[config.mk]
export PLATFORM = sky130hd
export DESIGN_NAME = alu_share_arbiter
export DESIGN_NICKNAME = d
export VERILOG_FILES = /design/src/rtl/alu_share_arbiter.sv
export SDC_FILE = /design/constraint.sdc
export NUM_CORES = 1
export LEC_CHECK = 0
export CAP_MARGIN = 40
export CORE_AREA = 2 2 188 190
export CTS_CLUSTER_DIAMETER = 50
export DETAILED_ROUTE_END_ITERATION = 12
export DIE_AREA = 0 0 190 192
export GPL_TIMING_DRIVEN = 0
export PLACE_DENSITY = 0.58
export SLEW_MARGIN = 25
export SYNTH_ARGS = -nofsm -noshare
export SYNTH_HDL_FRONTEND = slang
export SYNTH_SLANG_ARGS = --single-unit
[constraint.sdc]
create_clock -name clk -period 6.71 [get_ports clk]
set_input_delay 2.013 -clock clk [delete_from_list [all_inputs] [get_ports clk]]
set_output_delay 2.013 -clock clk [all_outputs]
set_load 0.05 [all_outputs]
[src/rtl/alu_share_arbiter.sv]
// alu_share_arbiter: time-shares one registered ALU between NUM_REQ requesters.
// A round-robin pick in IDLE latches one request into the ALU input registers.
// EXEC then waits out the ALU latency, and RESP holds the result until the owner takes it.
module alu_share_arbiter #(
  parameter int NUM_REQ = 4,
  parameter int DATA_W  = 32,
  parameter int ALU_LAT = 1
) (
  input  logic                        clk,
  input  logic                        rst,
  input  logic [NUM_REQ-1:0]          req_valid,
  output logic [NUM_REQ-1:0]          req_ready,
  input  logic [7*NUM_REQ-1:0]        req_opcode,
  input  logic [7*NUM_REQ-1:0]        req_func7,
  input  logic [3*NUM_REQ-1:0]        req_func3,
  input  logic [DATA_W*NUM_REQ-1:0]   req_op1,
  input  logic [DATA_W*NUM_REQ-1:0]   req_op2,
  output logic [6:0]                  alu_opcode,
  output logic [6:0]                  alu_func7,
  output logic [2:0]                  alu_func3,
  output logic [DATA_W-1:0]           alu_op1,
  output logic [DATA_W-1:0]           alu_op2,
  input  logic [DATA_W-1:0]           alu_out,
  output logic [NUM_REQ-1:0]          resp_valid,
  input  logic [NUM_REQ-1:0]          resp_ready,
  output logic [DATA_W-1:0]           resp_data,
  output logic                        busy
);

  localparam int IDX_W = (NUM_REQ > 1) ? $clog2(NUM_REQ) : 1;
  localparam int CNT_W = (ALU_LAT > 0) ? $clog2(ALU_LAT + 1) : 1;

  typedef enum logic [1:0] {
    IDLE = 2'd0,
    EXEC = 2'd1,
    RESP = 2'd2
  } state_t;

  state_t              state_q, state_d;
  logic [IDX_W-1:0]    last_grant_q, last_grant_d;
  logic [IDX_W-1:0]    owner_q, owner_d;
  logic [CNT_W-1:0]    cnt_q, cnt_d;
  logic [6:0]          alu_opcode_q, alu_opcode_d;
  logic [6:0]          alu_func7_q, alu_func7_d;
  logic [2:0]          alu_func3_q, alu_func3_d;
  logic [DATA_W-1:0]   alu_op1_q, alu_op1_d;
  logic [DATA_W-1:0]   alu_op2_q, alu_op2_d;
  logic [DATA_W-1:0]   resp_data_q, resp_data_d;
  logic [NUM_REQ-1:0]  resp_valid_q, resp_valid_d;

  logic                grant_found;
  logic [IDX_W-1:0]    grant_idx;
  logic [6:0]          sel_opcode;
  logic [6:0]          sel_func7;
  logic [2:0]          sel_func3;
  logic [DATA_W-1:0]   sel_op1;
  logic [DATA_W-1:0]   sel_op2;

  // Round-robin search: first valid requester starting just after the last winner, wrapping.
  always_comb begin
    int cand;
    grant_found = 1'b0;
    grant_idx   = '0;
    cand        = 0;
    for (int k = 1; k <= NUM_REQ; k++) begin
      cand = (int'(last_grant_q) + k) % NUM_REQ;
      if (!grant_found && req_valid[IDX_W'(cand)]) begin
        grant_found = 1'b1;
        grant_idx   = IDX_W'(cand);
      end
    end
  end

  // Steer the winning requester's packed slice onto the operand capture bus.
  always_comb begin
    sel_opcode = '0;
    sel_func7  = '0;
    sel_func3  = '0;
    sel_op1    = '0;
    sel_op2    = '0;
    for (int i = 0; i < NUM_REQ; i++) begin
      if (grant_idx == IDX_W'(i)) begin
        sel_opcode = req_opcode[i*7 +: 7];
        sel_func7  = req_func7[i*7 +: 7];
        sel_func3  = req_func3[i*3 +: 3];
        sel_op1    = req_op1[i*DATA_W +: DATA_W];
        sel_op2    = req_op2[i*DATA_W +: DATA_W];
      end
    end
  end

  // Accept handshake is combinational and only offered while idle and out of reset.
  always_comb begin
    req_ready = '0;
    if (!rst && state_q == IDLE && grant_found) begin
      req_ready[grant_idx] = 1'b1;
    end
  end

  // Next-state logic: issue in IDLE, count out the ALU latency in EXEC, hold the result in RESP.
  always_comb begin
    state_d      = state_q;
    last_grant_d = last_grant_q;
    owner_d      = owner_q;
    cnt_d        = cnt_q;
    alu_opcode_d = alu_opcode_q;
    alu_func7_d  = alu_func7_q;
    alu_func3_d  = alu_func3_q;
    alu_op1_d    = alu_op1_q;
    alu_op2_d    = alu_op2_q;
    resp_data_d  = resp_data_q;
    resp_valid_d = resp_valid_q;
    case (state_q)
      IDLE: begin
        if (grant_found) begin
          alu_opcode_d = sel_opcode;
          alu_func7_d  = sel_func7;
          alu_func3_d  = sel_func3;
          alu_op1_d    = sel_op1;
          alu_op2_d    = sel_op2;
          last_grant_d = grant_idx;
          owner_d      = grant_idx;
          cnt_d        = '0;
          state_d      = EXEC;
        end
      end
      EXEC: begin
        if (cnt_q == CNT_W'(ALU_LAT)) begin
          resp_data_d           = alu_out;
          resp_valid_d          = '0;
          resp_valid_d[owner_q] = 1'b1;
          state_d               = RESP;
        end else begin
          cnt_d = cnt_q + 1'b1;
        end
      end
      RESP: begin
        if (resp_ready[owner_q]) begin
          resp_valid_d = '0;
          state_d      = IDLE;
        end
      end
      default: begin
        state_d      = IDLE;
        resp_valid_d = '0;
      end
    endcase
  end

  // State and output registers; reset discards any operation in flight and points the pointer at requester 0.
  always_ff @(posedge clk) begin
    if (rst) begin
      state_q      <= IDLE;
      last_grant_q <= IDX_W'(NUM_REQ - 1);
      owner_q      <= '0;
      cnt_q        <= '0;
      alu_opcode_q <= '0;
      alu_func7_q  <= '0;
      alu_func3_q  <= '0;
      alu_op1_q    <= '0;
      alu_op2_q    <= '0;
      resp_data_q  <= '0;
      resp_valid_q <= '0;
    end else begin
      state_q      <= state_d;
      last_grant_q <= last_grant_d;
      owner_q      <= owner_d;
      cnt_q        <= cnt_d;
      alu_opcode_q <= alu_opcode_d;
      alu_func7_q  <= alu_func7_d;
      alu_func3_q  <= alu_func3_d;
      alu_op1_q    <= alu_op1_d;
      alu_op2_q    <= alu_op2_d;
      resp_data_q  <= resp_data_d;
      resp_valid_q <= resp_valid_d;
    end
  end

  assign alu_opcode = alu_opcode_q;
  assign alu_func7  = alu_func7_q;
  assign alu_func3  = alu_func3_q;
  assign alu_op1    = alu_op1_q;
  assign alu_op2    = alu_op2_q;
  assign resp_data  = resp_data_q;
  assign resp_valid = resp_valid_q;
  assign busy       = (state_q != IDLE);

endmodule

==> summary.md, run 1 <==
| Metric | Value |
|---|---|
| Initial antenna violation count | 4 |
| Routed via count divided by cell count | 4.31 |
| RSZ-0062 raised after global routing | false |
| Global-route wire length before repair | 45300 µm |
| Detailed placer's ending HPWL | 25800 µm |
| Total number of nets in the final design | between 1500 and 2000 |
| Slowest cell delay on critical path | just over 0.7 ns |
| Net count after synthesis | 1036 |
| CTS tree | done |
| Fillers | 3471 |
| Worst slew pin tran | 0.599 ns |
| Worst EP arrival | about 4.5 ns |
| Fmax | 154 MHz |
| Area of the mapped netlist | 6730 µm² |
| Sum of overflow across all layers after global routing | 0 |
| Crit Path Category | primary input to primary output |
| X dimension of the die | 190 µm |
| Final routed wire length divided by cell count | 19.5 µm |
| Gp weighted congestion | 0.799 |
| CTS buffer count | 17 |
| Setup crit start kind | primary input |
| Post-route ant nets | 0 |
| Clock insertion delay at the later pin of the skew report | 0.42 ns |
| Sink count of the clock tree | 124 |
| Crit path top cell by count | clkdlybuf4s50_1 |
| Clock-pin slew on the worst setup and hold paths | 0.06 ns |
| Fin area | 12800 µm² |
| Crit path max fanout | 10 |
| Cell chain of the critical path | clkdlybuf4s50_1 -> or4_4 -> and2_4 -> o311ai_2 -> buf_2 -> nor2_1 -> clkdlybuf4s50_1 |
| VDD IR max | 148 µV |
| Min Clock Period, post-route | approximately 6.5 ns |
| Leak pwr | 4.73 nW |
| Root buffer cell | clkbuf_16 |
| Placed Instance Area | 12200 µm² |
| Min-delay worst type | flop to flop |
| Pin count of the biggest net entering global routing | 17 |
| Die extent in y | about 190 µm |
| Synthesized netlist cell count | 670 |
| Number of flops mapped to enable cells by yosys | 0 |
| Number of synthesized register bits | 124 |
| Ys flop type | dfxtp_1 |
| Number of detailed-routing iterations run before antenna repair | 4 |
| Tightest slew margin relative to the limit | 59.6% |
| Cts-stage hold buffer count | 0 |
| Result of the run | finished clean |
| Final Hold Violating Endpoints | 0 |
| Via count | approximately 7100 |
| Unique cell type count in the Yosys netlist | 33 |
| Ratio of final minimum period to clock period | between 90 and 100% |
| Data required time at the worst endpoint | 4.70 ns |
| Synthesized area divided by synthesized cell count | about 10 µm² |
| Slowest cell on the critical path | clkdlybuf4s50_1 |
| Pins Over Slew Limit | 0 |
| Via count of the first global-routing pass | 7307 |
| Area of the die | roughly 36000 µm² |
| CTS H-tree depth | 4 |
| Sequential cell area fraction in the yosys report | a little under two fifths |
| Pwr per Cell Area | 246 nW/µm² |
| Initial DRC Count | 178 |
| Number of warning messages in the yosys log | 0 |
| MaxCap Viol Count | 0 |
| Number of core rows | 68 |
| Worst setup skew after layout | ~0.0095 ns |
| Asr flop ratio synth | 0% |
| Setup_tns | 0 ns |
| Number of setup buffers added after CTS | 0 |
| Post-route DRC | 0 |
| Total Routed Length | 32000 µm |
| Port bufs | 486 |
| Total GRT Usage | 16.6% |
| Floorplan Core Area | 34300 µm² |
| Relative area change from synthesis to final layout | 90.0% |
| Post-cts resize count | 0 |
| Final core utilization | between 30% and 40% |
| Category of the worst setup path capture point | primary output |
| Setup Viol. Count Final | 0 |
| Clk buf depth | 2 |
| I/O pin cnt | 488 |
| Total power of the final layout | roughly 3.1 mW |
| Starting Density | 19.6% |
| Share of final-layout standard cells stronger than drive strength 1 | 11.5% |
## per-stage QoR
step	hold WS, ns	std cells	worst slack, ns
4_1_cts	0.455	1644	0.118
3_3_place_gp	0.443	1611	0.161
3_5_place_dp	0.446	1612	0.124
6_report	0.453	1645	0.205
2_1_floorplan	0.483	670	1.15
5_1_grt	0.471	1645	0.112
## registers in the layout, indices dropped and copies added, names as in the netlist
register and count:
owner_q 2, state_q 2, resp_data 32, alu_func3 3, last_grant_q 2, alu_op2 32
alu_op1 32, resp_valid 4, cnt_q 1, alu_func7 7, alu_opcode 7
## kinds of logic after synthesis
family | synth area share [%]
AOI/OAI and AO/OA | 21.0
and+or+nand+nor | 11.2
muxes | 24.4
buffers and inverters | 6.44
DFF | 36.9
## placed cells by master (no fill, tap or decap), types with 2 or more instances in the layout
master and count:
a211oi_1 4, a21oi_1 39, a31oi_1 2, buf_2 13, buf_4 3, buf_6 25
bufinv_16 2, clkbuf_1 19, clkbuf_16 17, clkbuf_8 3, clkdlybuf4s50_1 484, clkinv_4 2
clkinvlp_4 2, dfxtp_1 124, dlymetal6s2s_1 2, inv_1 3, inv_6 4, mux2i_1 163
nand2_1 150, nand2b_1 6, nor2_1 18, nor3_1 3, o21ai_0 4, o221ai_1 22
o221ai_2 59
## per-layer routing
| layer | GRT usage (%) | part of all wire [%] |
|---|---|---|
| met2 | 30.3 | 51 |
| met5 | 0 | 0.11 |
| met4 | 3.97 | 0.98 |
| met3 | 5.02 | 7.8 |
| met1 | 18.9 | 40 |
## critical path: cells and delay by family
family / cells / cell delay (ns)
compound gates: 1 / 0.09
buf+inv: 3 / 1.52
simple gates: 3 / 0.86
## cells in the mapped netlist, types with 2 or more instances
master    number  share of area (%)
buf_4          3               0.33
buf_6         24                4.0
dfxtp_1      124                 37
nand2_1      150                8.4
a31oi_1        2               0.19
a211oi_1       4               0.45
clkbuf_1      17               0.95
o221ai_2      59                 13
nand2b_1       6               0.56
o21ai_0        4               0.30
a21oi_1       39                2.9
nor2_1        18                1.0
mux2i_1      163                 24
inv_1          3               0.17
nor3_1         3               0.22
buf_2         13               0.97
o221ai_1      22                2.9
## where the power goes
group	switching [mW]	internal (mW)	total [mW]
Clock	0.380	0.584	0.963
Combinational	0.720	0.568	1.29
Sequential	0.0552	0.834	0.889
## final timing paths
| path | startpoint | cells after the start | slack [ns] | endpoint |
|---|---|---|---|---|
| worst max-delay path | req_valid[3] | 7 | 0.21 | req_ready[3] |
| worst max register to register | last_grant_q[0]$_SDFFE_PP1P_ | 6 | 4.56 | alu_op2[7]$_SDFFE_PP0P_ |
| worst min register to register | resp_data[8]$_SDFFE_PP0P_ | 2 | 0.45 | resp_data[8]$_SDFFE_PP0P_ |
| worst min-delay path | resp_data[8]$_SDFFE_PP0P_ | 2 | 0.45 | resp_data[8]$_SDFFE_PP0P_ |
## final cells by class
| cell class | instances | area (µm²) | share of cell area [%] |
|---|---|---|---|
| Antenna cell | 1 | 2.50 | 0.0196 |
| Clock inverter | 10 | 128 | 0.999 |
| Sequential cell | 124 | 2480 | 19.4 |
| Buffer | 57 | 422 | 3.30 |
| Inverter | 3 | 11.3 | 0.0881 |
| Timing Repair Buffer | 487 | 4880 | 38.2 |
| Multi-Input combinational cell | 486 | 3810 | 29.8 |
| Tap cell | 455 | 569 | 4.45 |
| Clock buffer | 22 | 474 | 3.71 |
Note: power is estimated with default switching activity, not from simulation.
==> run 2: changes to the inputs <==
--- a/config.mk
+++ b/config.mk
@@ -7,10 +7,10 @@
 export LEC_CHECK = 0
 export CAP_MARGIN = 40
-export CORE_AREA = 2 2 188 190
+export CORE_AREA = 2 2 190 192
 export CTS_CLUSTER_DIAMETER = 50
 export DETAILED_ROUTE_END_ITERATION = 12
-export DIE_AREA = 0 0 190 192
+export DIE_AREA = 0 0 192 194
 export GPL_TIMING_DRIVEN = 0
-export PLACE_DENSITY = 0.58
+export PLACE_DENSITY = 0.57
 export SLEW_MARGIN = 25
 export SYNTH_ARGS = -nofsm -noshare
==> constraint.sdc (replaced) <==
create_clock -name clk -period 6.9 [get_ports clk]
set_input_delay 2.07 -clock clk [delete_from_list [all_inputs] [get_ports clk]]
set_output_delay 2.07 -clock clk [all_outputs]
set_load 0.02 [all_outputs]
==> run 2 against run 1 <==
Non-clock buffer count did not move; die area rose by 2.1%; sequential power is 2.5% lower; design area up 0.35%; utilization down 0.86 points; sequential share of layout area fell by 0.068 points; combinational power shrank 19%; sequential cell count stayed put; worst setup slack better by 0.22 ns; count of clock-buffer cells in the layout shrank 4; register-to-register slack better by 0.26 ns; critical endpoint is now req_ready[2].
==> summary.md, run 2 (synthesis results as in run 1) <==
| Metric | Value |
|---|---|
| Root buffer cell | clkbuf_16 |
| Worst EP arrival | 4.40 ns |
| Fin area | between 10000 and 15000 µm² |
| Number of core rows | 69 |
| Post-cts resize count | 0 |
| Clk buf depth | 2 |
| Worst setup skew after layout | 0.0133 ns |
| Setup crit start kind | primary input |
| Tightest slew margin relative to the limit | 63.2% |
| Leak pwr | 4.72 nW |
| Final Hold Violating Endpoints | 0 |
| Number of setup buffers added after CTS | 0 |
| Net Switching | between 0.9 and 1 mW |
| Critical Path Stages | 7 |
| Initial antenna violation count | 3 |
| Die extent in y | 194 µm |
| Data required time at the worst endpoint | around 4.8 ns |
| Post-route ant nets | 0 |
| Total GRT Usage | 16.7% |
| Sum of overflow across all layers after global routing | 0 |
| Final routed wire length divided by cell count | 19.5 µm |
| Detailed placer's ending HPWL | 25900 µm |
| Starting Density | 19.1% |
| Crit path top cell by count | clkdlybuf4s50_1 |
| Switching share of power | 32.0% |
| Floorplan Core Area | roughly 35000 µm² |
| Register-to-Register Setup Slack | 4.82 ns |
| Slowest cell delay on critical path | between 0.6 and 0.7 ns |
| Clock insertion delay at the later pin of the skew report | 0.43 ns |
| Critical path capture point | req_ready[2] |
| Placed Instance Area | roughly 12000 µm² |
| Met1 usage in global routing | 19.7% |
| Setup Viol. Count Final | 0 |
| RSZ-0062 raised after global routing | false |
| Met3 track utilization from global routing | 4.89% |
| Min-delay worst type | flop to flop |
| CTS buffer count | 17 |
| Cell total after placement | roughly 1600 |
| Post-route DRC | 0 |
| Post-route insts no fill | 1653 |
| Worst slew pin tran | 0.546 ns |
| Slowest cell on the critical path | clkdlybuf4s50_1 |
| Family with the most delay on the worst path | buffers and inverters |
| Sink count of the clock tree | 124 |
| Register share of total power | 29.8% |
| Global routing's busiest layer | met2 |
| Pins Over Slew Limit | 0 |
| I/O pin cnt | between 400 and 500 |
| CTS tree | done |
| Met2 global-route usage | 28.7% |
| Fmax | 154 MHz |
| Via count | about 7100 |
| Total number of nets in the final design | between 1500 and 2000 |
| Internal power | 1.98 mW |
| Share of final-layout standard cells stronger than drive strength 1 | between 10% and 20% |
| Hold path depth | 2 |
| MaxCap Viol Count | 0 |
| X dimension of the die | 192 µm |
| CP Buf/Inv Count | 3 |
| Initial DRC Count | 154 |
| Cell chain of the critical path | clkdlybuf4s50_1 -> nand2b_1 -> a21boi_1 -> or3_1 -> clkbuf_1 -> nor2_1 -> clkdlybuf4s50_1 |
| Capture point of the worst reg-to-reg path | alu_op2[13]$_SDFFE_PP0P_ |
| Global-route wire length before repair | 45800 µm |
| Cts-stage hold buffer count | 0 |
| Comb power frac | 36.1% |
| Area of the die | between 30000 and 40000 µm² |
| Clock-pin slew on the worst setup and hold paths | 0.06 ns |
| Pin count of the biggest net entering global routing | 17 |
| Cell count of the worst reg-to-reg path | 6 |
| Setup_tns | 0 ns |
| Ratio of final minimum period to clock period | 93.8% |
| Start point of the critical path | req_valid[3] |
| Final core utilization | around 36% |
| Routed via count divided by cell count | 4.32 |
| Category of the worst setup path capture point | primary output |
| Total Routed Length | 32200 µm |
| Pwr per Cell Area | between 200 and 250 nW/µm² |
| Fillers | between 3000 and 4000 |
| Relative area change from synthesis to final layout | 90.7% |
| Min Clock Period, post-route | 6.47 ns |
| Gp weighted congestion | about 0.8 |
| VDD IR max | 164 µV |
| CTS H-tree depth | 4 |
| Via count of the first global-routing pass | 7313 |
| Crit Path Category | primary input to primary output |
| Commonest cells after routing, fill and taps aside | clkdlybuf4s50_1, mux2i_1, nand2_1, dfxtp_1, o221ai_2 |
| Reg-to-reg startpoint | last_grant_q[0]$_SDFFE_PP1P_ |
| Most common cell after layout, fill and taps aside | clkdlybuf4s50_1 |
| Result of the run | finished clean |
| Hold Worst Slack | 0.453 ns |
| Relative contribution of the clock network to total power | 34.2% |
| Port bufs | 486 |
| Number of detailed-routing iterations run before antenna repair | 4 |
| Crit path max fanout | 10 |
run 2: worst register-to-register path: cells and delay by family (launching register included):
kind,cells,cell delay (ns)
AOI/OAI and AO/OA,2,0.55
buffers and inverters,2,0.50
muxes,1,0.37
DFF,1,0.32
and+or+nand+nor,1,0.21
run 2: how the worst min path moves through the flow:
stage,start,endpoint,slack [ns]
3_3_place_gp,resp_data[25]$_SDFFE_PP0P_,resp_data[25]$_SDFFE_PP0P_,0.44
2_1_floorplan,cnt_q$_SDFFE_PP0P_,cnt_q$_SDFFE_PP0P_,0.48
6_report,resp_data[5]$_SDFFE_PP0P_,resp_data[5]$_SDFFE_PP0P_,0.45
5_1_grt,resp_data[17]$_SDFFE_PP0P_,resp_data[17]$_SDFFE_PP0P_,0.47
4_1_cts,resp_data[5]$_SDFFE_PP0P_,resp_data[5]$_SDFFE_PP0P_,0.46
3_5_place_dp,resp_data[5]$_SDFFE_PP0P_,resp_data[5]$_SDFFE_PP0P_,0.45
run 2: stage by stage:
step	setup slack (ns)	power, mW
finish	0.427	2.91
global route	0.263	3.05
CTS	0.408	2.96
detailed placement	0.424	1.95
global placement	0.401	1.94
floorplan	1.59	1.40
run 2: power groups by stage:
stage          clock network, mW  logic (mW)  registers [mW]
3_5_place_dp                   0        1.07           0.881
3_3_place_gp                   0        1.06           0.877
2_1_floorplan                  0       0.423           0.981
5_1_grt                     1.06        1.12           0.878
4_1_cts                     1.02        1.07           0.867
6_report                   0.994        1.05           0.867
run 2: layer usage:
metal  wire length [µm]  part of all wire [%]  vias to the layer above
met5                  0                     0                        -
li1                   -                     -                     3497
met4                588                   1.8                        0
met1              13200                    41                     3324
met3               2530                   7.9                       26
met2              15800                    49                      289
run 2: final cells by class:
type / instances / area, µm² / area share (%)
Clock buffer: 18 / 429 / 3.35
Inverter: 3 / 11.3 / 0.0878
Tap cell: 461 / 577 / 4.50
Clock inverter: 14 / 210 / 1.64
Buffer: 57 / 422 / 3.29
Multi-Input combinational cell: 486 / 3810 / 29.7
Timing Repair Buffer: 487 / 4880 / 38.0
Antenna cell: 3 / 7.51 / 0.0585
Sequential cell: 124 / 2480 / 19.4
